<file path="src/rtl/csa14_arbiter_if.sv">
// Request/response bundle for the two clients of the shared 14-bit adder.
// The arbiter takes the slave side; client logic or a bench takes the master side.
interface csa14_arbiter_if #(parameter int WIDTH = 14);
  logic             r0_valid;
  logic             r0_ready;
  logic [WIDTH-1:0] r0_a;
  logic [WIDTH-1:0] r0_b;
  logic             r0_cin;
  logic             r0_chain;
  logic             r0_rsp_valid;
  logic             r0_rsp_ready;
  logic [WIDTH-1:0] r0_sum;
  logic             r0_cout;

  logic             r1_valid;
  logic             r1_ready;
  logic [WIDTH-1:0] r1_a;
  logic [WIDTH-1:0] r1_b;
  logic             r1_cin;
  logic             r1_chain;
  logic             r1_rsp_valid;
  logic             r1_rsp_ready;
  logic [WIDTH-1:0] r1_sum;
  logic             r1_cout;

  logic             gnt_last;

  modport slave (
    input  r0_valid, r0_a, r0_b, r0_cin, r0_chain, r0_rsp_ready,
    input  r1_valid, r1_a, r1_b, r1_cin, r1_chain, r1_rsp_ready,
    output r0_ready, r0_rsp_valid, r0_sum, r0_cout,
    output r1_ready, r1_rsp_valid, r1_sum, r1_cout,
    output gnt_last
  );

  modport master (
    output r0_valid, r0_a, r0_b, r0_cin, r0_chain, r0_rsp_ready,
    output r1_valid, r1_a, r1_b, r1_cin, r1_chain, r1_rsp_ready,
    input  r0_ready, r0_rsp_valid, r0_sum, r0_cout,
    input  r1_ready, r1_rsp_valid, r1_sum, r1_cout,
    input  gnt_last
  );
endinterface

</file>
<file path="src/rtl/csa14_arbiter.sv">
// Round-robin arbiter sharing one square-root carry-select adder between two
// requesters, with per-requester response buffers and chain carries.

module csa14_rca #(parameter int W = 2) (
  input  logic [W-1:0] a,
  input  logic [W-1:0] b,
  input  logic         cin,
  output logic [W-1:0] sum,
  output logic         cout
);
  logic [W:0] c;

  always_comb begin
    c    = '0;
    sum  = '0;
    c[0] = cin;
    for (int i = 0; i < W; i++) begin
      sum[i]   = a[i] ^ b[i] ^ c[i];
      c[i+1]   = (a[i] & b[i]) | (c[i] & (a[i] ^ b[i]));
    end
    cout = c[W];
  end
endmodule

module csa14_select_block #(parameter int W = 3) (
  input  logic [W-1:0] a,
  input  logic [W-1:0] b,
  input  logic         cin,
  output logic [W-1:0] sum,
  output logic         cout
);
  logic [W-1:0] sum_c0;
  logic [W-1:0] sum_c1;
  logic         cout_c0;
  logic         cout_c1;

  // Both carry hypotheses are computed up front; the incoming carry only picks one.
  csa14_rca #(.W(W)) u_rca_c0 (.a(a), .b(b), .cin(1'b0), .sum(sum_c0), .cout(cout_c0));
  csa14_rca #(.W(W)) u_rca_c1 (.a(a), .b(b), .cin(1'b1), .sum(sum_c1), .cout(cout_c1));

  assign sum  = cin ? sum_c1  : sum_c0;
  assign cout = cin ? cout_c1 : cout_c0;
endmodule

module SQRT_CSA14bit (
  input  logic [13:0] a,
  input  logic [13:0] b,
  input  logic        cin,
  output logic [13:0] sum,
  output logic        cout
);
  logic c2;
  logic c5;
  logic c9;

  // Block sizes grow 2/3/4/5 so each select mux sees its carry roughly when its sums settle.
  csa14_rca #(.W(2)) u_blk0 (
    .a(a[1:0]), .b(b[1:0]), .cin(cin), .sum(sum[1:0]), .cout(c2)
  );
  csa14_select_block #(.W(3)) u_blk1 (
    .a(a[4:2]), .b(b[4:2]), .cin(c2), .sum(sum[4:2]), .cout(c5)
  );
  csa14_select_block #(.W(4)) u_blk2 (
    .a(a[8:5]), .b(b[8:5]), .cin(c5), .sum(sum[8:5]), .cout(c9)
  );
  csa14_select_block #(.W(5)) u_blk3 (
    .a(a[13:9]), .b(b[13:9]), .cin(c9), .sum(sum[13:9]), .cout(cout)
  );
endmodule

module csa14_arbiter #(parameter int WIDTH = 14) (
  input logic              clk,
  input logic              rst,
  csa14_arbiter_if.slave   bus
);
  logic [1:0]       req_valid;
  logic [1:0]       req_cin;
  logic [1:0]       req_chain;
  logic [1:0]       rsp_ready_in;
  logic [WIDTH-1:0] req_a [2];
  logic [WIDTH-1:0] req_b [2];

  logic [1:0]       eligible;
  logic [1:0]       grant;
  logic [1:0]       accept;

  logic [WIDTH-1:0] add_a;
  logic [WIDTH-1:0] add_b;
  logic             add_cin;
  logic [WIDTH-1:0] add_sum;
  logic             add_cout;

  logic [1:0]       rsp_valid_q;
  logic [1:0]       rsp_valid_d;
  logic [WIDTH-1:0] sum_q [2];
  logic [WIDTH-1:0] sum_d [2];
  logic [1:0]       cout_q;
  logic [1:0]       cout_d;
  logic [1:0]       carry_q;
  logic [1:0]       carry_d;
  logic             gnt_last_q;
  logic             gnt_last_d;

  assign req_valid    = {bus.r1_valid, bus.r0_valid};
  assign req_cin      = {bus.r1_cin, bus.r0_cin};
  assign req_chain    = {bus.r1_chain, bus.r0_chain};
  assign rsp_ready_in = {bus.r1_rsp_ready, bus.r0_rsp_ready};
  assign req_a[0]     = bus.r0_a;
  assign req_a[1]     = bus.r1_a;
  assign req_b[0]     = bus.r0_b;
  assign req_b[1]     = bus.r1_b;

  // A requester may win while its buffer drains this cycle; ties go to the one that did not win last.
  always_comb begin
    eligible = req_valid & (~rsp_valid_q | rsp_ready_in);
    grant    = 2'b00;
    case (eligible)
      2'b01:   grant = 2'b01;
      2'b10:   grant = 2'b10;
      2'b11:   grant = gnt_last_q ? 2'b01 : 2'b10;
      default: grant = 2'b00;
    endcase
    accept = grant & {2{~rst}};
  end

  always_comb begin
    if (grant[1]) begin
      add_a   = req_a[1];
      add_b   = req_b[1];
      add_cin = req_chain[1] ? carry_q[1] : req_cin[1];
    end else begin
      add_a   = req_a[0];
      add_b   = req_b[0];
      add_cin = req_chain[0] ? carry_q[0] : req_cin[0];
    end
  end

  SQRT_CSA14bit u_adder (
    .a    (add_a),
    .b    (add_b),
    .cin  (add_cin),
    .sum  (add_sum),
    .cout (add_cout)
  );

  // An accept overrides a same-edge drain so the fresh result is never dropped.
  always_comb begin
    rsp_valid_d = rsp_valid_q;
    cout_d      = cout_q;
    carry_d     = carry_q;
    gnt_last_d  = gnt_last_q;
    for (int i = 0; i < 2; i++) begin
      sum_d[i] = sum_q[i];
      if (accept[i]) begin
        sum_d[i]       = add_sum;
        cout_d[i]      = add_cout;
        carry_d[i]     = add_cout;
        rsp_valid_d[i] = 1'b1;
        gnt_last_d     = (i == 1);
      end else if (rsp_valid_q[i] && rsp_ready_in[i]) begin
        rsp_valid_d[i] = 1'b0;
      end
    end
  end

  always_ff @(posedge clk or posedge rst) begin
    if (rst) begin
      rsp_valid_q <= '0;
      sum_q[0]    <= '0;
      sum_q[1]    <= '0;
      cout_q      <= '0;
      carry_q     <= '0;
      gnt_last_q  <= 1'b1;
    end else begin
      rsp_valid_q <= rsp_valid_d;
      sum_q[0]    <= sum_d[0];
      sum_q[1]    <= sum_d[1];
      cout_q      <= cout_d;
      carry_q     <= carry_d;
      gnt_last_q  <= gnt_last_d;
    end
  end

  assign bus.r0_ready     = accept[0];
  assign bus.r1_ready     = accept[1];
  assign bus.r0_rsp_valid = rsp_valid_q[0];
  assign bus.r1_rsp_valid = rsp_valid_q[1];
  assign bus.r0_sum       = sum_q[0];
  assign bus.r1_sum       = sum_q[1];
  assign bus.r0_cout      = cout_q[0];
  assign bus.r1_cout      = cout_q[1];
  assign bus.gnt_last     = gnt_last_q;
endmodule

</file>
<file path="src/flat_wrapper.sv">
// flat-port wrapper written by rule: the top's interface ports become plain ports
module csa14_arbiter_flat 
#(parameter int WIDTH = 14)
  (clk, rst, bus_r0_valid, bus_r0_a, bus_r0_b, bus_r0_cin, bus_r0_chain, bus_r0_rsp_ready, bus_r1_valid, bus_r1_a, bus_r1_b, bus_r1_cin, bus_r1_chain, bus_r1_rsp_ready, bus_r0_ready, bus_r0_rsp_valid, bus_r0_sum, bus_r0_cout, bus_r1_ready, bus_r1_rsp_valid, bus_r1_sum, bus_r1_cout, bus_gnt_last);
  csa14_arbiter_if #(.WIDTH(WIDTH)) bus_i ();
  input logic clk;
  input logic rst;
  input wire logic [$bits(bus_i.r0_valid)-1:0] bus_r0_valid;
  input wire logic [$bits(bus_i.r0_a)-1:0] bus_r0_a;
  input wire logic [$bits(bus_i.r0_b)-1:0] bus_r0_b;
  input wire logic [$bits(bus_i.r0_cin)-1:0] bus_r0_cin;
  input wire logic [$bits(bus_i.r0_chain)-1:0] bus_r0_chain;
  input wire logic [$bits(bus_i.r0_rsp_ready)-1:0] bus_r0_rsp_ready;
  input wire logic [$bits(bus_i.r1_valid)-1:0] bus_r1_valid;
  input wire logic [$bits(bus_i.r1_a)-1:0] bus_r1_a;
  input wire logic [$bits(bus_i.r1_b)-1:0] bus_r1_b;
  input wire logic [$bits(bus_i.r1_cin)-1:0] bus_r1_cin;
  input wire logic [$bits(bus_i.r1_chain)-1:0] bus_r1_chain;
  input wire logic [$bits(bus_i.r1_rsp_ready)-1:0] bus_r1_rsp_ready;
  output wire logic [$bits(bus_i.r0_ready)-1:0] bus_r0_ready;
  output wire logic [$bits(bus_i.r0_rsp_valid)-1:0] bus_r0_rsp_valid;
  output wire logic [$bits(bus_i.r0_sum)-1:0] bus_r0_sum;
  output wire logic [$bits(bus_i.r0_cout)-1:0] bus_r0_cout;
  output wire logic [$bits(bus_i.r1_ready)-1:0] bus_r1_ready;
  output wire logic [$bits(bus_i.r1_rsp_valid)-1:0] bus_r1_rsp_valid;
  output wire logic [$bits(bus_i.r1_sum)-1:0] bus_r1_sum;
  output wire logic [$bits(bus_i.r1_cout)-1:0] bus_r1_cout;
  output wire logic [$bits(bus_i.gnt_last)-1:0] bus_gnt_last;
  assign bus_i.r0_valid = bus_r0_valid;
  assign bus_i.r0_a = bus_r0_a;
  assign bus_i.r0_b = bus_r0_b;
  assign bus_i.r0_cin = bus_r0_cin;
  assign bus_i.r0_chain = bus_r0_chain;
  assign bus_i.r0_rsp_ready = bus_r0_rsp_ready;
  assign bus_i.r1_valid = bus_r1_valid;
  assign bus_i.r1_a = bus_r1_a;
  assign bus_i.r1_b = bus_r1_b;
  assign bus_i.r1_cin = bus_r1_cin;
  assign bus_i.r1_chain = bus_r1_chain;
  assign bus_i.r1_rsp_ready = bus_r1_rsp_ready;
  assign bus_r0_ready = bus_i.r0_ready;
  assign bus_r0_rsp_valid = bus_i.r0_rsp_valid;
  assign bus_r0_sum = bus_i.r0_sum;
  assign bus_r0_cout = bus_i.r0_cout;
  assign bus_r1_ready = bus_i.r1_ready;
  assign bus_r1_rsp_valid = bus_i.r1_rsp_valid;
  assign bus_r1_sum = bus_i.r1_sum;
  assign bus_r1_cout = bus_i.r1_cout;
  assign bus_gnt_last = bus_i.gnt_last;
  csa14_arbiter #(.WIDTH(WIDTH)) u_core (.clk(clk), .rst(rst), .bus(bus_i));
endmodule
</file>
<file path="config.mk">
export PLATFORM = sky130hd
export DESIGN_NAME = csa14_arbiter_flat
export DESIGN_NICKNAME = d
export VERILOG_FILES = /design/src/rtl/csa14_arbiter_if.sv /design/src/rtl/csa14_arbiter.sv /design/src/flat_wrapper.sv
export SDC_FILE = /design/constraint.sdc
export NUM_CORES = 1
export LEC_CHECK = 0
export CAP_MARGIN = 20
export CORE_ASPECT_RATIO = 0.7
export CORE_MARGIN = 2
export CORE_UTILIZATION = 40
export CTS_CLUSTER_SIZE = 28
export DETAILED_ROUTE_END_ITERATION = 12
export GPL_TIMING_DRIVEN = 1
export PLACE_DENSITY = 0.8
export SLEW_MARGIN = 20
export SYNTH_ARGS = -nofsm -noshare
export SYNTH_HDL_FRONTEND = slang
export SYNTH_SLANG_ARGS = --single-unit
</file>
<file path="constraint.sdc">
create_clock -name clk -period 8.7 [get_ports clk]
set_clock_uncertainty 0.15 [all_clocks]
set_input_delay 1.305 -clock clk [delete_from_list [all_inputs] [get_ports clk]]
set_output_delay 1.305 -clock clk [all_outputs]
set_load 0.02 [all_outputs]
</file>
== After elaboration in Yosys (flattened, before gate mapping) ==
Cells that the tools add are included.
W data, S select, Z words.

* Equality and inequality tests: 3
* Multiplexer cells: 19
* Bitwise gates (word level): 99
* Reduce and logical (&&, ||, !) cells: 5

{| class="wikitable"
|+ Operators by type and width
! operator !! number
|-
| $and A1 B1 Y1 || 34
|-
| $xor A1 B1 Y1 || 34
|-
| $mux W14 || 2
|-
| $or A1 B1 Y1 || 23
|-
| $mux W1 || 12
|-
| $pmux W2 S3 || 1
|-
| $reduce_bool A2 Y1 || 3
|-
| $mux W5 || 1
|-
| $and A2 B2 Y2 || 2
|-
| $eq A2 B2 Y1 const B || 2
|-
| $mux W4 || 1
|-
| $not A1 Y1 || 4
|-
| $mux W3 || 1
|-
| $eq A2 B1 Y1 const B || 1
|-
| $logic_and A1 B1 Y1 || 2
|-
| $mux W2 || 1
|-
| $not A2 Y2 || 1
|-
| $or A2 B2 Y2 || 1
|}

* Register bits after elaboration: 33
* Input port bits: 66

== Depth between registers and ports, before layout ==
Gate-level depths: netlist (run 1).

* Word-level depth: 17
* Gate-level depth with buffers: 28
* Mapped depth without buffers: 26

== By module ==
From an unflattened synthesis (run 1), not the netlist that was laid out.

* Cell total of the unflattened synthesis: 230
* Area, all modules: 2696.3 sq um

{| class="wikitable"
|+ Modules (own cells, without submodules)
! module !! times used !! cells each !! area an instance (sq um) !! seq. area each (sq um)
|-
| csa14_arbiter || 1 || 114 || 1695.4 || 827.0
|-
| csa14_rca (u_core.u_adder.u_blk3.u_rca_c0 ...) || 2 || 15 || 137.6 || 0.0
|-
| csa14_rca (u_core.u_adder.u_blk2.u_rca_c0 ...) || 2 || 14 || 117.6 || 0.0
|-
| csa14_rca (u_core.u_adder.u_blk1.u_rca_c0 ...) || 2 || 13 || 97.6 || 0.0
|-
| csa14_select_block (u_core.u_adder.u_blk3) || 1 || 9 || 108.9 || 0.0
|-
| csa14_rca (u_core.u_adder.u_blk0) || 1 || 10 || 70.1 || 0.0
|-
| csa14_select_block (u_core.u_adder.u_blk2) || 1 || 7 || 63.8 || 0.0
|-
| csa14_select_block (u_core.u_adder.u_blk1) || 1 || 6 || 52.6 || 0.0
|}

== Worst setup path before layout (run 1) ==
OpenSTA, ideal clock, no wires.

* Path kind: input to register
* Start point: in bus_r0_rsp_ready
* End point: reg u_core.sum_q (netlist bit u_core.bus.r1_sum[13])
* Library setup time: 0.125 ns
* Arrival: 7.104 ns
* Required time: 8.425 ns
* Setup slack: 1.320 ns
* Stages: 25
* Buffers on the path: 2
* Path through: nand2b_4 > a311o_1 > buf_4 > buf_2 > a211oi_1 > a21oi_1 > fa_1 > fa_1 > a21oi_1 > fa_1 > inv_1 > fa_1 > o21ai_0 > fa_1 > inv_1 > fa_1 > fa_1 > o21ai_0 > fa_1 > inv_1 > fa_1 > fa_1 > inv_1 > fa_1 > mux2_4

* Cells in the longest elaborated chain, start to end: 15
* Elaborated cells on any way between the ends: 81

{| class="wikitable"
|+ RTL lines
! element !! RTL line !! RTL
|-
| from (decl) || flat_wrapper.sv:13 || <nowiki>input wire logic [$bits(bus_i.r0_rsp_ready)-1:0] bus_r0_rsp_ready;</nowiki>
|-
| $or A2 B2 Y2 * || csa14_arbiter.sv:115 || <nowiki>eligible = req_valid & (~rsp_valid_q | rsp_ready_in);</nowiki>
|-
| $and A2 B2 Y2 * || csa14_arbiter.sv:115 ||
|-
| $eq A2 B2 Y1 / $eq A2 B1 Y1 (equally long branches) || csa14_arbiter.sv:117 || <nowiki>case (eligible)</nowiki>
|-
| $pmux W2 S3 * || csa14_arbiter.sv:117 ||
|-
| $mux W14 || csa14_arbiter.sv:127 || <nowiki>if (grant[1]) begin</nowiki>
|-
| $and A1 B1 Y1 / $xor A1 B1 Y1 (equally long branches) || csa14_arbiter.sv:19 || <nowiki>c[i+1] = (a[i] & b[i]) | (c[i] & (a[i] ^ b[i]));</nowiki>
|-
| $or A1 B1 Y1 || csa14_arbiter.sv:19 ||
|-
| $and A1 B1 Y1 || csa14_arbiter.sv:19 ||
|-
| $or A1 B1 Y1 || csa14_arbiter.sv:19 ||
|-
| $and A1 B1 Y1 || csa14_arbiter.sv:19 ||
|-
| $or A1 B1 Y1 || csa14_arbiter.sv:19 ||
|-
| $and A1 B1 Y1 || csa14_arbiter.sv:19 ||
|-
| $or A1 B1 Y1 || csa14_arbiter.sv:19 ||
|-
| $xor A1 B1 Y1 / $mux W1 (equally long branches) || csa14_arbiter.sv:18, csa14_arbiter.sv:42 ||
|-
| $mux W5 * || csa14_arbiter.sv:41 || <nowiki>assign sum = cin ? sum_c1 : sum_c0;</nowiki>
|-
| named net u_core.add_sum[13] || csa14_arbiter.sv:90 || <nowiki>logic [WIDTH-1:0] add_sum;</nowiki>
|-
| to (decl) || csa14_arbiter.sv:95 || <nowiki>logic [WIDTH-1:0] sum_q [2];</nowiki>
|}

The timed path passes the listed nets; every way through them passes the cells marked *.
A chain may end at the register's enable or synchronous reset.

== Worst setup path after layout (run 1) ==
* Start point: in bus_r1_rsp_ready
* End point: reg u_core.sum_q (netlist bit u_core.bus.r1_sum[13])

* Cells in the longest elaborated chain, start to end: 15
* Elaborated cells on any way between the ends: 81

{| class="wikitable"
|+ RTL lines
! element !! RTL line !! RTL
|-
| from (decl) || flat_wrapper.sv:19 || <nowiki>input wire logic [$bits(bus_i.r1_rsp_ready)-1:0] bus_r1_rsp_ready;</nowiki>
|-
| $or A2 B2 Y2 * || csa14_arbiter.sv:115 ||
|-
| $and A2 B2 Y2 * || csa14_arbiter.sv:115 ||
|-
| $eq A2 B2 Y1 / $eq A2 B1 Y1 (equally long branches) || csa14_arbiter.sv:117 ||
|-
| $pmux W2 S3 * || csa14_arbiter.sv:117 ||
|-
| $mux W14 || csa14_arbiter.sv:127 ||
|-
| $and A1 B1 Y1 / $xor A1 B1 Y1 (equally long branches) || csa14_arbiter.sv:19 ||
|-
| $or A1 B1 Y1 || csa14_arbiter.sv:19 ||
|-
| $and A1 B1 Y1 || csa14_arbiter.sv:19 ||
|-
| $or A1 B1 Y1 || csa14_arbiter.sv:19 ||
|-
| $and A1 B1 Y1 || csa14_arbiter.sv:19 ||
|-
| $or A1 B1 Y1 || csa14_arbiter.sv:19 ||
|-
| $and A1 B1 Y1 || csa14_arbiter.sv:19 ||
|-
| $or A1 B1 Y1 || csa14_arbiter.sv:19 ||
|-
| $xor A1 B1 Y1 / $mux W1 (equally long branches) || csa14_arbiter.sv:18, csa14_arbiter.sv:42 ||
|-
| $mux W5 * || csa14_arbiter.sv:41 ||
|-
| named net u_core.add_sum[13] || csa14_arbiter.sv:90 ||
|}

Marked as above.

==> results of run 1 <==
[cells in the mapped netlist (2+ instances only)]
cell type                  number
sky130_fd_sc_hd__xor2_1         2
sky130_fd_sc_hd__nand2b_1       3
sky130_fd_sc_hd__fa_1          11
sky130_fd_sc_hd__o21ai_1        9
sky130_fd_sc_hd__mux2_2        22
sky130_fd_sc_hd__dfrtp_1       32
sky130_fd_sc_hd__a21oi_1        2
sky130_fd_sc_hd__inv_1         13
sky130_fd_sc_hd__mux2_4         4
sky130_fd_sc_hd__buf_2          4
sky130_fd_sc_hd__ha_1           6
sky130_fd_sc_hd__buf_4          2
sky130_fd_sc_hd__o21ai_0       18
sky130_fd_sc_hd__clkbuf_1       2
sky130_fd_sc_hd__mux2i_1       17
sky130_fd_sc_hd__nor2b_1        3
sky130_fd_sc_hd__nand2_1       13
[metrics by stage]
stage / cells / power [mW] / utilization (%) / setup slack (ns) / hold slack (ns)
after floorplan: 172 / 0.515 / - / 1.32 / 0.361
after global placement: 335 / 0.731 / 63.9 / 0.746 / 0.311
after detailed placement: 335 / 0.740 / 63.9 / 0.698 / 0.322
after CTS: 343 / 0.862 / 65.7 / 0.966 / 0.338
after global routing: 343 / 0.906 / 65.7 / 0.632 / 0.370
final: 343 / 0.856 / 65.7 / 0.978 / 0.336
[area by class of cell]
| cell class | count | area [um^2] |
|---|---|---|
| multi-input combinational | 116 | 1080 |
| timing repair buffer | 103 | 1020 |
| inverter | 14 | 53.8 |
| tap | 69 | 86.3 |
| sequential | 33 | 827 |
| fill | 387 | 1650 |
| clock buffer | 8 | 90.1 |
[metal layers]
layer	track usage, %	vias to the layer above	share of wire (%)
met3	6.03	8	9.1
met4	6.25	0	1.2
li1	-	784	-
met2	29.5	68	47
met1	23.5	789	43
met5	0	-	0
[power groups by stage]
stage / combinational [mW] / sequential, mW / clock, mW
final: 0.464 / 0.271 / 0.121
after global routing: 0.499 / 0.278 / 0.129
after CTS: 0.469 / 0.271 / 0.123
after detailed placement: 0.467 / 0.273 / 0
after global placement: 0.463 / 0.268 / 0
after floorplan: 0.158 / 0.357 / 0
[cell families (layout without fill, tap and decap cells)]
| logic type | after synthesis | count (layout) | synth area share, % |
|---|---|---|---|
| muxes | 43 | 43 | 23.7 |
| and+or+nand+nor | 21 | 21 | 5.16 |
| buffers and inverters | 23 | 125 | 5.34 |
| DFF | 33 | 33 | 41.1 |
| xor gates and xnor gates | 3 | 3 | 1.31 |
| adders and majority gates | 17 | 17 | 14.7 |
| AOI/OAI and AO/OA | 32 | 32 | 8.70 |
[worst max path at each step]
stage               depth (start not counted)             start                     to
floorplan                                  25  bus_r0_rsp_ready  u_core.bus.r1_sum[13]
global placement                           23  bus_r0_rsp_ready  u_core.bus.r1_sum[13]
detailed placement                         23  bus_r1_rsp_ready  u_core.bus.r1_sum[13]
CTS                                        23  bus_r1_rsp_ready  u_core.bus.r1_sum[13]
global route                               24  bus_r0_rsp_ready  u_core.bus.r1_sum[13]
finish                                     23  bus_r1_rsp_ready  u_core.bus.r1_sum[13]
[registers in the layout, indices dropped and copies added, names as in the netlist]
| signal | cells |
|---|---|
| u_core.bus.r0_sum | 14 |
| u_core.bus.gnt_last | 1 |
| u_core.rsp_valid_q | 2 |
| u_core.carry_q | 1 |
| u_core.cout_q | 1 |
| u_core.bus.r1_sum | 14 |
[worst max-delay path, cell delays in order]
cell                              delay [ns]
sky130_fd_sc_hd__clkdlybuf4s50_1        0.40
sky130_fd_sc_hd__nor2b_1                0.26
sky130_fd_sc_hd__a311o_2                0.42
sky130_fd_sc_hd__mux2_2                 0.40
sky130_fd_sc_hd__fa_1                   0.43
sky130_fd_sc_hd__fa_1                   0.42
sky130_fd_sc_hd__a21oi_1                0.19
sky130_fd_sc_hd__fa_1                   0.19
sky130_fd_sc_hd__inv_1                  0.05
sky130_fd_sc_hd__fa_1                   0.41
sky130_fd_sc_hd__o21ai_0                0.22
sky130_fd_sc_hd__fa_1                   0.20
sky130_fd_sc_hd__inv_1                  0.05
sky130_fd_sc_hd__fa_1                   0.37
sky130_fd_sc_hd__fa_1                   0.42
sky130_fd_sc_hd__o21ai_0                0.24
sky130_fd_sc_hd__fa_1                   0.22
sky130_fd_sc_hd__inv_1                  0.05
sky130_fd_sc_hd__fa_1                   0.39
sky130_fd_sc_hd__fa_1                   0.37
sky130_fd_sc_hd__inv_1                  0.07
sky130_fd_sc_hd__fa_1                   0.42
sky130_fd_sc_hd__mux2_4                 0.27
==> summary by stage, run 1 <==
Synth
The number of warnings issued by yosys is 0. The post-synthesis async set-or-reset flop share is 100%. Yosys mapped a number of flops with a built-in enable equal to 0. After synthesis, the netlist uses 26 different library cells. Yosys attributes the largest share of cell area to sky130_fd_sc_hd__dfrtp_1, sky130_fd_sc_hd__mux2_2, sky130_fd_sc_hd__fa_1.

The cell area that synthesis handed to floorplanning was 2010 um^2. The share of the synthesized area in the top cell type is between 30 and 40%. The count of state elements after synthesis is 33. The fraction of the yosys area taken by sequential cells is about two fifths. The number of nets handed over by synthesis was 255. The biggest area consumer among synthesized cells is sky130_fd_sc_hd__dfrtp_1. The most used flip-flop cell after synthesis is sky130_fd_sc_hd__dfrtp_1. The count of mapped cells out of synthesis is 172. The mean cell area of the mapped netlist is about 12 um^2.

Clock network
The H-tree was split into 2 levels. The buffer type at the clock tree root is sky130_fd_sc_hd__clkbuf_8. The maximum count of clock buffers along a single path is 2. Buffers inserted to repair hold after CTS numbered 0. For the worst-skew pair, the clock arrives at the later sink with an insertion delay of roughly 0.29 ns. The buffer count from post-CTS setup fixing is 0. The number of gates resized after CTS was 0. The clock transition at the register clock pins on the worst setup and hold paths after CTS is 0.07 ns.

TritonCTS built the clock tree. The clock sink total is 33. The number of buffers inserted during clock tree synthesis is 5.

Hold path
The startpoint identified for the worst hold timing path is u_core.bus.r0_sum[7]. The worst hold path terminates at u_core.bus.r0_sum[7]. The tightest min-delay check is of the flop to flop type. The hold path depth is 2.

Pwr
The power share of the combinational group is 54.2%. The proportion of total power due to net switching is ~38%. Of the total power, registers draw about a third.

The internal power of the cells is roughly 530 uW. The analysis attributes to cell leakage a power of between 1 and 1.5 nW. VDD sags by at most roughly 0.11 mV. Of the total power, the clock network draws between 10 and 15%.

The net switching power is about 320 uW. The power per cell area is ~270 nW/um^2.

Final layout
In the final design database the tool counted around 360 nets. In the layout the commonest cells are sky130_fd_sc_hd__clkdlybuf4s50_1, sky130_fd_sc_hd__dfrtp_1, sky130_fd_sc_hd__mux2_2. From synthesis to final layout, the design area changed by 57.0%. The leading cell type in the layout, fill and taps excluded is sky130_fd_sc_hd__clkdlybuf4s50_1. Summing all non-filler instances in the final layout gives an area of between 3000 and 4000 um^2. The post-route netlist has 14.6% of its cells at a drive strength greater than 1. The antenna diode count is 0.

Routing
The via count is 1649. Dividing the detail-routed wire length by the instance count gives about 15 um. After detailed routing, the number of vias per cell comes to around 4.8. The count of nets left with antenna violations after detail routing is 0.

The post-detailed-routing wire length is 5.07 mm. The first-iteration detailed-routing DRC count is between 70 and 80. The number of remaining DRC errors is 0. The first detailed-routing pass ran for 4 iterations.

Floorplanning
The core footprint is around 4800 um^2. The width of the chip is 88.8 um. For this configuration, the core starts out at a cell density of 41.9%. The die covers roughly 5600 um^2. The vertical die dimension is approximately 63 um. For this design the top-level I/O count stands at 101.

The initialized floorplan defines 21 standard-cell rows.

Setup path
By startpoint and endpoint, the worst setup path is classified as input pin to flop. STA classifies the critical path endpoint as a flop. STA classifies the critical path startpoint as an input pin.

For flop-to-flop paths, the worst setup slack is a little over 2 ns. The number of cells on the worst reg-to-reg path is 22. Data on the critical path is required at its endpoint by approximately 8.7 ns.

The arrival time of the worst setup path is ~7.7 ns. Along the worst path, the maximum fanout reaches 15. The worst register-to-register path ends at u_core.bus.r1_sum[13]. The launch point of the worst reg-to-reg path is u_core.rsp_valid_q[1].

STA
The total count of hold-check failures in the final report is 0. The transition at the pin with the smallest max-transition slack is 0.787 ns. The maximum clock rate is 129 MHz. Subtracting the final worst setup slack from the clock period gives roughly 7.7 ns. Setup repair after global routing left no endpoint under its margin. The post-route clock period utilization is 88.8%. The number of max-slew violations in the final report is 0.

Setup violations remaining at the end of the flow were counted as 0. Measured against its own limit, the worst slew margin works out to 47.5%. In the final timing run, aggregate negative setup slack is 0 ns.

Placement
At the end of routability-driven placement, the weighted congestion stood at ~0.78. The sum of net half-perimeters after detailed placement is 3.98 mm. The cell area after placement is approximately 3100 um^2. Input and output buffers added on the ports amount to 100.

GRT
The first global-routing pass estimated 7.76 mm of wire. The global-route usage over all layers is a little under a fifth. The number of global-route vias before repair is 1628. The aggregate global routing overflow is 0. The initial antenna violation count came to 0. Entering global routing, the biggest net connects 34 pins.

Run
Across the run, the number of max-cap violations was 0.

Status
The run finished with clean final reports.
No activity file was read; power rests on OpenSTA's default activity.
==> run 2: changes to the inputs <==
--- a/config.mk
+++ b/config.mk
@@ -8,12 +8,13 @@
 export CAP_MARGIN = 20
 export CORE_ASPECT_RATIO = 0.7
 export CORE_MARGIN = 2
-export CORE_UTILIZATION = 40
+export CORE_UTILIZATION = 45
 export CTS_CLUSTER_SIZE = 28
 export DETAILED_ROUTE_END_ITERATION = 12
 export GPL_TIMING_DRIVEN = 1
-export PLACE_DENSITY = 0.8
+export PLACE_DENSITY = 0.81
 export SLEW_MARGIN = 20
 export SYNTH_ARGS = -nofsm -noshare
 export SYNTH_HDL_FRONTEND = slang
+export SYNTH_HIERARCHICAL = 1
 export SYNTH_SLANG_ARGS = --single-unit
==> run 2 against run 1 <==
  * Non-clock buffer count decreased by 1
  * Sequential cell count unchanged
  * Final cell count increased by 19%
  * Highest routed layer unchanged
  * Hold slack improved by 0.020 ns
  * Die area increased by 18%
  * Wire length increased by 20%
  * Utilization increased by 1.2 points
  * Critical endpoint is now u_core/bus.r0_sum[11]
  * Critical path depth decreased by 7
  * Final area increased by 22%
==> summary by stage, run 2 <==
Status
The flow ran to the end, and the final reports show no timing, DRC or antenna violations.

GRT
Entering global routing, the biggest net connects 33 pins. The total overflow left after global routing is 0. In the global route stage, overall resource usage came out at 19.6%. The number of global-route vias before repair came to just under 2000. The first global-routing pass estimated between 9 and 10 mm of wire. The initial antenna violation count is 0.

Placement
The cell area after placement is around 3700 um^2. The sum of net half-perimeters after detailed placement is 4.87 mm. Before CTS, the worst setup slack after placement is 2.86 ns. Buffers placed on the I/O ports in this run total 100. The number of cells in the design after placement is 400.

The congestion estimate from routability-driven global placement came to 0.718.

Floorplanning
The I/O pin count is ~100. The core footprint is between 5000 and 6000 um^2. The die covers around 6600 um^2. The width of the chip is between 90 and 100 um. In this run the vertical extent of the chip is 68.8 um.

The number of rows created at floorplan is 23. The initial utilization of the core area, before any placement, comes to a little under half.

Synth
The dominant combinational cell family by area after synthesis is multiplexers. For this run, asynchronously set or reset flops after synthesis account for 100%. The XOR/XNOR share of the synthesized area is 0%. By area the synthesized netlist is led by sky130_fd_sc_hd__dfrtp_1, sky130_fd_sc_hd__mux2_2, sky130_fd_sc_hd__fa_1. The synthesized netlist devotes between 2 and 2.5% of its cell area to compound gates. Synthesis inferred 33 register bits. Summing the sequential cell areas from Yosys gives 30.7% of the chip area. The synthesized netlist net count is 322. In this run, synthesis inferred 0 flip-flops with an integrated enable. Among all cell types in the netlist, the one instantiated most often is sky130_fd_sc_hd__inv_1. The multiplexer share of the synthesized area is 32.8%. Each instance of the synthesized netlist takes up on average 11.7 um^2.

The most frequently used flop master after synthesis is sky130_fd_sc_hd__dfrtp_1. Of the total synthesized cell area, the portion taken by AND, OR, NAND and NOR gates is 2.60%. The cell area after synthesis is about 2700 um^2. The biggest area consumer among synthesized cells is sky130_fd_sc_hd__dfrtp_1.

Yosys printed 6 warnings. Of the post-synthesis cell area, the dominant cell type holds between 20% and 30%. By count the netlist is led by sky130_fd_sc_hd__inv_1, sky130_fd_sc_hd__mux2_2, sky130_fd_sc_hd__dfrtp_1, sky130_fd_sc_hd__fa_1, sky130_fd_sc_hd__mux2_4. Counting distinct cell types in the post-synthesis netlist gives 24. Synthesis produced 230 cells. The fraction of the mapped netlist area in adder cells is roughly a fifth.

Routing
The via count is about 1900. The wire length per cell after detailed routing is around 15 um. The post-detailed-routing wire length is 6.08 mm. The count of nets left with antenna violations after detail routing is 0. The count of TritonRoute iterations in the first routing pass is 4. In the routed layout, each cell is associated on average with a via count of around 4.6. For this block, the initial DRC count from the detailed router was 37. For this run, design rule violations remaining after detail routing come to 0.

Final layout
Cells fill around two thirds of the core in the end. The number of nets in the layout is around 430. After routing the design area is 3850 um^2.

The count of cells in the finished layout, fillers not included, comes to around 410. Leaving out fill and tap cells, the most frequent cell in the layout is sky130_fd_sc_hd__clkdlybuf4s50_1. The antenna diode count is 0. The post-route netlist has between 20% and 30% of its cells at a drive strength greater than 1.

The area growth from synthesis to final layout is 42.9%. In the layout the commonest cells are sky130_fd_sc_hd__clkdlybuf4s50_1, sky130_fd_sc_hd__inv_1, sky130_fd_sc_hd__mux2_2. The filler cells instantiated in the layout total between 400 and 500.

Clock network
The clock sink total is 33. TritonCTS built the clock tree. The number of hold buffers added after CTS was 0. The tree is rooted in a sky130_fd_sc_hd__clkbuf_8. The maximum count of clock buffers along a single path is 2.

The number of instances resized during post-cts repair is 0. In this run, CTS created clock tree buffers numbering 5. The clock transition at the register clock pins on the worst setup and hold paths after CTS is ~0.07 ns.

The clock latency reported for the late side of the worst-skew pair is a little under 0.3 ns. The count of H-tree levels built during CTS is 2. The buffer count from post-CTS setup fixing is 0.

Pwr
The power per cell area is around 260 nW/um^2. The power after layout is ~1 mW. For this design the static power due to leakage is roughly 1.8 nW.

The largest voltage drop on the vdd net is between 0.1 and 0.15 mV.

STA
Setup repair after global routing left no endpoint under its margin. Setup total negative slack on the finished layout was measured at 0 ns. The post-route clock period utilization is 61.6%. The maximum clock rate is 187 MHz. Setup violations remaining at the end of the flow were counted as 0.

The number of max-slew violations in the final report is 0. The transition at the pin with the smallest max-transition slack is around 0.98 ns. The final critical delay including setup and external delays is around 5.4 ns.

The total count of hold-check failures in the final report came to 0. In the post-route analysis, the smallest setup slack over all paths is between 3 and 4 ns. The headroom to the max-slew limit is about 35%.

Final hold analysis gives a worst-case slack of 0.355 ns.

Setup path
For the worst setup path, the data arrival time is between 5 and 6 ns. Walking the worst path, the cells encountered are clkdlybuf4s50_1 > nor2b_4 > o211ai_4 > buf_16 > mux2_2 > fa_1 > inv_1 > fa_1 > inv_1 > fa_1 > inv_1 > fa_1 > inv_1 > mux2_2 > mux2_4 > mux2_2. In this design, the stage delay of the slowest critical-path cell is between 0.5 and 0.6 ns. Data on the critical path is required at its endpoint by 8.72 ns. The sort of element at the end of the critical path is a flop. The type of element launching the critical path is an input pin.

The critical path in this run is classified as input pin to flop. The peak fanout along the critical path is 18. The number of cells on the worst reg-to-reg path is 15. The slowest stage of the critical path is the sky130_fd_sc_hd__o211ai_4 cell.

Hold path
The hold path depth is 1. The tightest min-delay check is of the flop to flop type.

Run
Across the run, the number of max-cap violations was 0.
[run 2: area by class of cell]
type,instances,area (um^2),share of cell area (%)
Sequential cell,33,827,21.5
Clock buffer,8,80.1,2.08
Inverter,70,263,6.82
Timing Repair Buffer,102,1040,26.9
Multi-Input combinational cell,121,1550,40.3
Tap cell,75,93.8,2.44
[run 2: path summary, 6_finish.rpt]
check / start / endpoint / slack [ns]
worst max-delay path: bus_r0_rsp_ready / u_core/bus.r0_sum[11] / 3.34
worst min-delay path: u_core/bus.r0_sum[3] / u_core/bus.r0_sum[3] / 0.36
worst max register to register: u_core/bus.gnt_last / u_core/bus.r0_sum[11] / 4.26
worst min register to register: u_core/bus.r0_sum[3] / u_core/bus.r0_sum[3] / 0.36
max in group asynchronous: rst / u_core/bus.gnt_last / 6.51
min in group asynchronous: rst / u_core/rsp_valid_q[0] / 1.21
[run 2: critical path, delay by kind of cell]
kind                     cells  cell delay [ns]
multiplexers                 4             1.34
adder cells (fa/ha/maj)      4             1.13
buffers and inverters        6             0.98
AO/OA/AOI/OAI                1             0.55
AND/OR/NAND/NOR              1             0.06
[run 2: report_power, final]
group	switching [mW]	internal, mW	total, mW
combinational	0.276	0.337	0.613
clock	0.0569	0.0569	0.114
sequential	0.0475	0.231	0.278
[run 2: layer usage]
metal  GRT usage [%]  up-vias  wire (um)
li1                -      897          -
met1            23.2      909       2550
met2            36.6       56       3140
met3            4.13        5        341
met4            5.46        0         50
met5               0        -          0
[run 2: cells by family after synthesis]
kind of cell | count (synthesis)
other cells | 6
fa+ha+maj | 26
simple gates | 9
mux | 74
compound gates | 6
flops | 33
buf+inv | 76
==> run 3: changes to the inputs <==
--- a/config.mk
+++ b/config.mk
@@ -8,11 +8,11 @@
 export CAP_MARGIN = 20
 export CORE_ASPECT_RATIO = 0.7
 export CORE_MARGIN = 2
-export CORE_UTILIZATION = 45
+export CORE_UTILIZATION = 41
 export CTS_CLUSTER_SIZE = 28
 export DETAILED_ROUTE_END_ITERATION = 12
 export GPL_TIMING_DRIVEN = 1
-export PLACE_DENSITY = 0.81
+export PLACE_DENSITY = 0.78
 export SLEW_MARGIN = 20
 export SYNTH_ARGS = -nofsm -noshare
 export SYNTH_HDL_FRONTEND = slang
==> constraint.sdc (replaced) <==
create_clock -name clk -period 4.55 [get_ports clk]
set_clock_uncertainty 0.15 [all_clocks]
set_input_delay 0.6825 -clock clk [delete_from_list [all_inputs] [get_ports clk]]
set_output_delay 0.6825 -clock clk [all_outputs]
set_load 0.02 [all_outputs]
==> run 3 against run 2 <==
  * First-iteration DRC count decreased by 8.1%
  * Die area is 9.3% higher
  * Critical endpoint is now u_core/bus.r0_sum[13]
  * Clock-buffer cell count down 1
  * Critical path type unchanged
==> summary by stage, run 3 (synthesis gave the netlist of run 2 again) <==
Setup path
For this run, the slowest stage of the critical path takes around 0.48 ns. The worst register-to-register path ends at u_core/bus.r0_sum[13]. The data required time at the worst endpoint is 4.58 ns.

The number of buffers and inverters on the critical path is 5. Counting buffers and inverters, the worst setup path is 15 cells deep. The cell with the biggest individual delay on the critical path is sky130_fd_sc_hd__clkdlybuf4s50_1. The setup path with the least slack is of type input pin to flop. The number of cells on the worst reg-to-reg path is 14.

The signal on the critical path passes through clkdlybuf4s50_1 > nand2_1 > o211ai_4 > mux2_2 > fa_1 > inv_1 > fa_1 > inv_1 > fa_1 > inv_1 > fa_1 > inv_1 > mux2_2 > mux2_4 > mux2_2. STA classifies the critical path endpoint as a flop. The largest delay contributor family on the critical path is multiplexers. The type of element launching the critical path is an input pin. The setup slack on the worst flop-to-flop path is between 0.4 and 0.5 ns. The arrival time of the worst setup path is approximately 4.4 ns.

In this run the worst setup path terminates at u_core/bus.r0_sum[13]. Of all nets on the critical path, the largest fanout is 7. The launch point of the worst reg-to-reg path is u_core/bus.gnt_last. In this run the worst setup path begins at bus_r0_valid.

Routing
The routed design has about 6.3 mm of wire. The first detailed-routing pass took 4 iterations. The routed design uses roughly 3.2 mm of met2 wire. In the detailed route, the total length drawn on met3 is 318 um. Using the TritonRoute via totals, the vias-per-cell ratio works out to 4.55. After detailed routing, the average wire length per cell comes to about 15 um.

In the routed design, unresolved DRC markers number 0. For this block, the via count after detailed routing is approximately 1900. The topmost layer with routed signal wires is met4. The detail route stage leaves a number of antenna-violating nets equal to 0.

The first-iteration detailed-routing DRC count is 34. The length of routed wiring on met1 is approximately 2.7 mm.

Clock network
The clock sink total is 33. The CTS tree is done. The H-tree generated during clock tree synthesis spans 2 levels.

After clock tree synthesis, the repair step resized 0 gates. TritonCTS created 5 clock buffers. The later pin in the worst-skew pair is clocked with a latency of 0.29 ns. The buffer type at the clock tree root is sky130_fd_sc_hd__clkbuf_8.

The clock passes through at most 2 buffers. After clock tree synthesis, the clock-pin slew on the worst setup and hold paths is 0.07 ns.

Floorplanning
The die covers between 7000 and 8000 um^2. Row generation in the floorplan step produced 24 rows. For this configuration, the core starts out at a cell density of a little over two fifths.

From left edge to right edge, the die measures ~100 um. During I/O placement, the number of pins put on the boundary was between 100 and 150. After floorplanning, the core was sized to cover about 6300 um^2. From bottom edge to top edge, the die measures around 72 um.

STA
The total count of hold-check failures in the final report is 0. Setup slack closes at 0.147 ns. The maximum clock rate is 227 MHz.

Setup violations remaining at the end of the flow were counted as 0. The post-route clock period utilization is between 90 and 100%. The clock period could shrink to between 4 and 5 ns. In this run the tightest slew margin relative to its limit is 54.1%. The summed negative setup slack over all endpoints is 0 ns.

For the pin with the worst max-slew slack, the measured transition is 0.687 ns. The number of max-slew violations in the final report was 0. Setup repair after global routing left no endpoint under its margin.

GRT
The number of global-route vias before repair is about 2200. The initial antenna violation count is 0. The first global-routing pass estimated 10.4 mm of wire.

Across every metal layer, demand over resource in global routing totals between 10% and 20%. Entering global routing, the biggest net connects 32 pins. The aggregate global routing overflow is 0.

Placement
The routability congestion estimate is 0.796. The number of buffers inserted by port buffering is 100. The sum of net half-perimeters after detailed placement is 5.04 mm. The pre-CTS worst setup slack is -0.309 ns.

Pwr
Of the total power, combinational logic draws 61.5%. The net switching power is ~730 uW. Of the total power, registers draw 27.0%. The proportion of total power due to net switching is between 30 and 40%. In this run the power density over the cells is 497 nW/um^2. Across the VDD grid, the largest voltage drop is approximately 0.19 mV. Cell internal power was estimated by the tool at around 1.2 mW.

The leakage power of the design is 1.86 nW. The clock network accounts for ~12% of the total power.

Run
The total of max-cap violations is 0.

Hold path
The type of the most critical hold path is flop to flop.

Final layout
From synthesis to final layout, the design area changed by 46.0%. The library cell used most frequently in the layout, excluding fill and tap cells, is sky130_fd_sc_hd__clkdlybuf4s50_1. Of the cells placed in the final design, the portion with a size suffix greater than 1 is between 20% and 30%.

The final cell utilization of the core is between 60 and 70%. 0 antenna diodes ended up in the layout. The number of nets in the layout is roughly 440. The top cell types in the final layout, fill and taps aside, are sky130_fd_sc_hd__clkdlybuf4s50_1, sky130_fd_sc_hd__inv_1, sky130_fd_sc_hd__mux2_2.

Status
The flow ran to the end, and the final reports show no timing, DRC or antenna violations.
-- run 3: cell types whose count changed in the layout (fill, tap and decap cells not counted) --
| cell | delta |
|---|---|
| sky130_fd_sc_hd__clkbuf_1 | -2 |
| sky130_fd_sc_hd__buf_4 | +11 |
| sky130_fd_sc_hd__clkbuf_8 | +1 |
| sky130_fd_sc_hd__buf_16 | -1 |
| sky130_fd_sc_hd__buf_12 | +1 |
-- run 3: worst min-delay path by stage --
| stage | from | to | cells past startpoint |
|---|---|---|---|
| after global routing | u_core/bus.r1_sum[4] | u_core/bus.r1_sum[4] | 1 |
| final | u_core/bus.r1_sum[4] | u_core/bus.r1_sum[4] | 1 |
| after global placement | u_core/bus.r0_sum[9] | u_core/bus.r0_sum[9] | 1 |
| after CTS | u_core/bus.r1_sum[4] | u_core/bus.r1_sum[4] | 1 |
| after floorplan | u_core/bus.gnt_last | u_core/bus.gnt_last | 1 |
| after detailed placement | u_core/bus.r1_sum[4] | u_core/bus.r1_sum[4] | 1 |
-- run 3: worst reg2reg max path: stages (launching register included) --
cell	delay, ns
sky130_fd_sc_hd__dfstp_2	0.58
sky130_fd_sc_hd__nand2_1	0.11
sky130_fd_sc_hd__o211ai_4	0.38
sky130_fd_sc_hd__mux2_2	0.44
sky130_fd_sc_hd__fa_1	0.42
sky130_fd_sc_hd__inv_1	0.08
sky130_fd_sc_hd__fa_1	0.16
sky130_fd_sc_hd__inv_1	0.05
sky130_fd_sc_hd__fa_1	0.36
sky130_fd_sc_hd__inv_1	0.09
sky130_fd_sc_hd__fa_1	0.19
sky130_fd_sc_hd__inv_1	0.04
sky130_fd_sc_hd__mux2_2	0.36
sky130_fd_sc_hd__mux2_4	0.35
sky130_fd_sc_hd__mux2_2	0.26
-- run 3: per-stage QoR --
stage | hold WS (ns) | cell area, um^2 | cells | total power [mW]
6_report | 0.356 | 3940 | 422 | 1.96
5_1_grt | 0.374 | 3940 | 422 | 2.10
4_1_cts | 0.361 | 3940 | 422 | 1.98
3_5_place_dp | 0.343 | 3820 | 412 | 1.73
3_3_place_gp | 0.338 | 3820 | 412 | 1.69
2_1_floorplan | 0.445 | 2700 | 230 | 1.24
-- run 3: metal layers --
layer / vias up / global-route usage [%]
li1: 916 / -
met3: 8 / 3.71
met5: - / 0
met4: 0 / 4.05
met1: 940 / 23.4
met2: 54 / 33.4
-- run 3: repair_timing --
item                       CTS  global route
setup buffers                3             0
setup endpoints to repair    3             0
hold buffers                 0             0
-- run 3: layout make-up --
class                           count  area, um^2
Timing Repair Buffer              113        1110
Tap cell                           78        97.6
Sequential cell                    33         827
Fill cell                         509        2370
Clock buffer                        7        86.3
Multi-Input combinational cell    121        1550
Inverter                           70         263
-- run 3: power groups by stage --
stage,clock [mW],sequential (mW),combinational [mW]
after CTS,0.235,0.529,1.22
after global routing,0.250,0.549,1.30
after detailed placement,0,0.533,1.20
after floorplan,0,0.698,0.539
after global placement,0,0.530,1.16
final,0.225,0.528,1.20
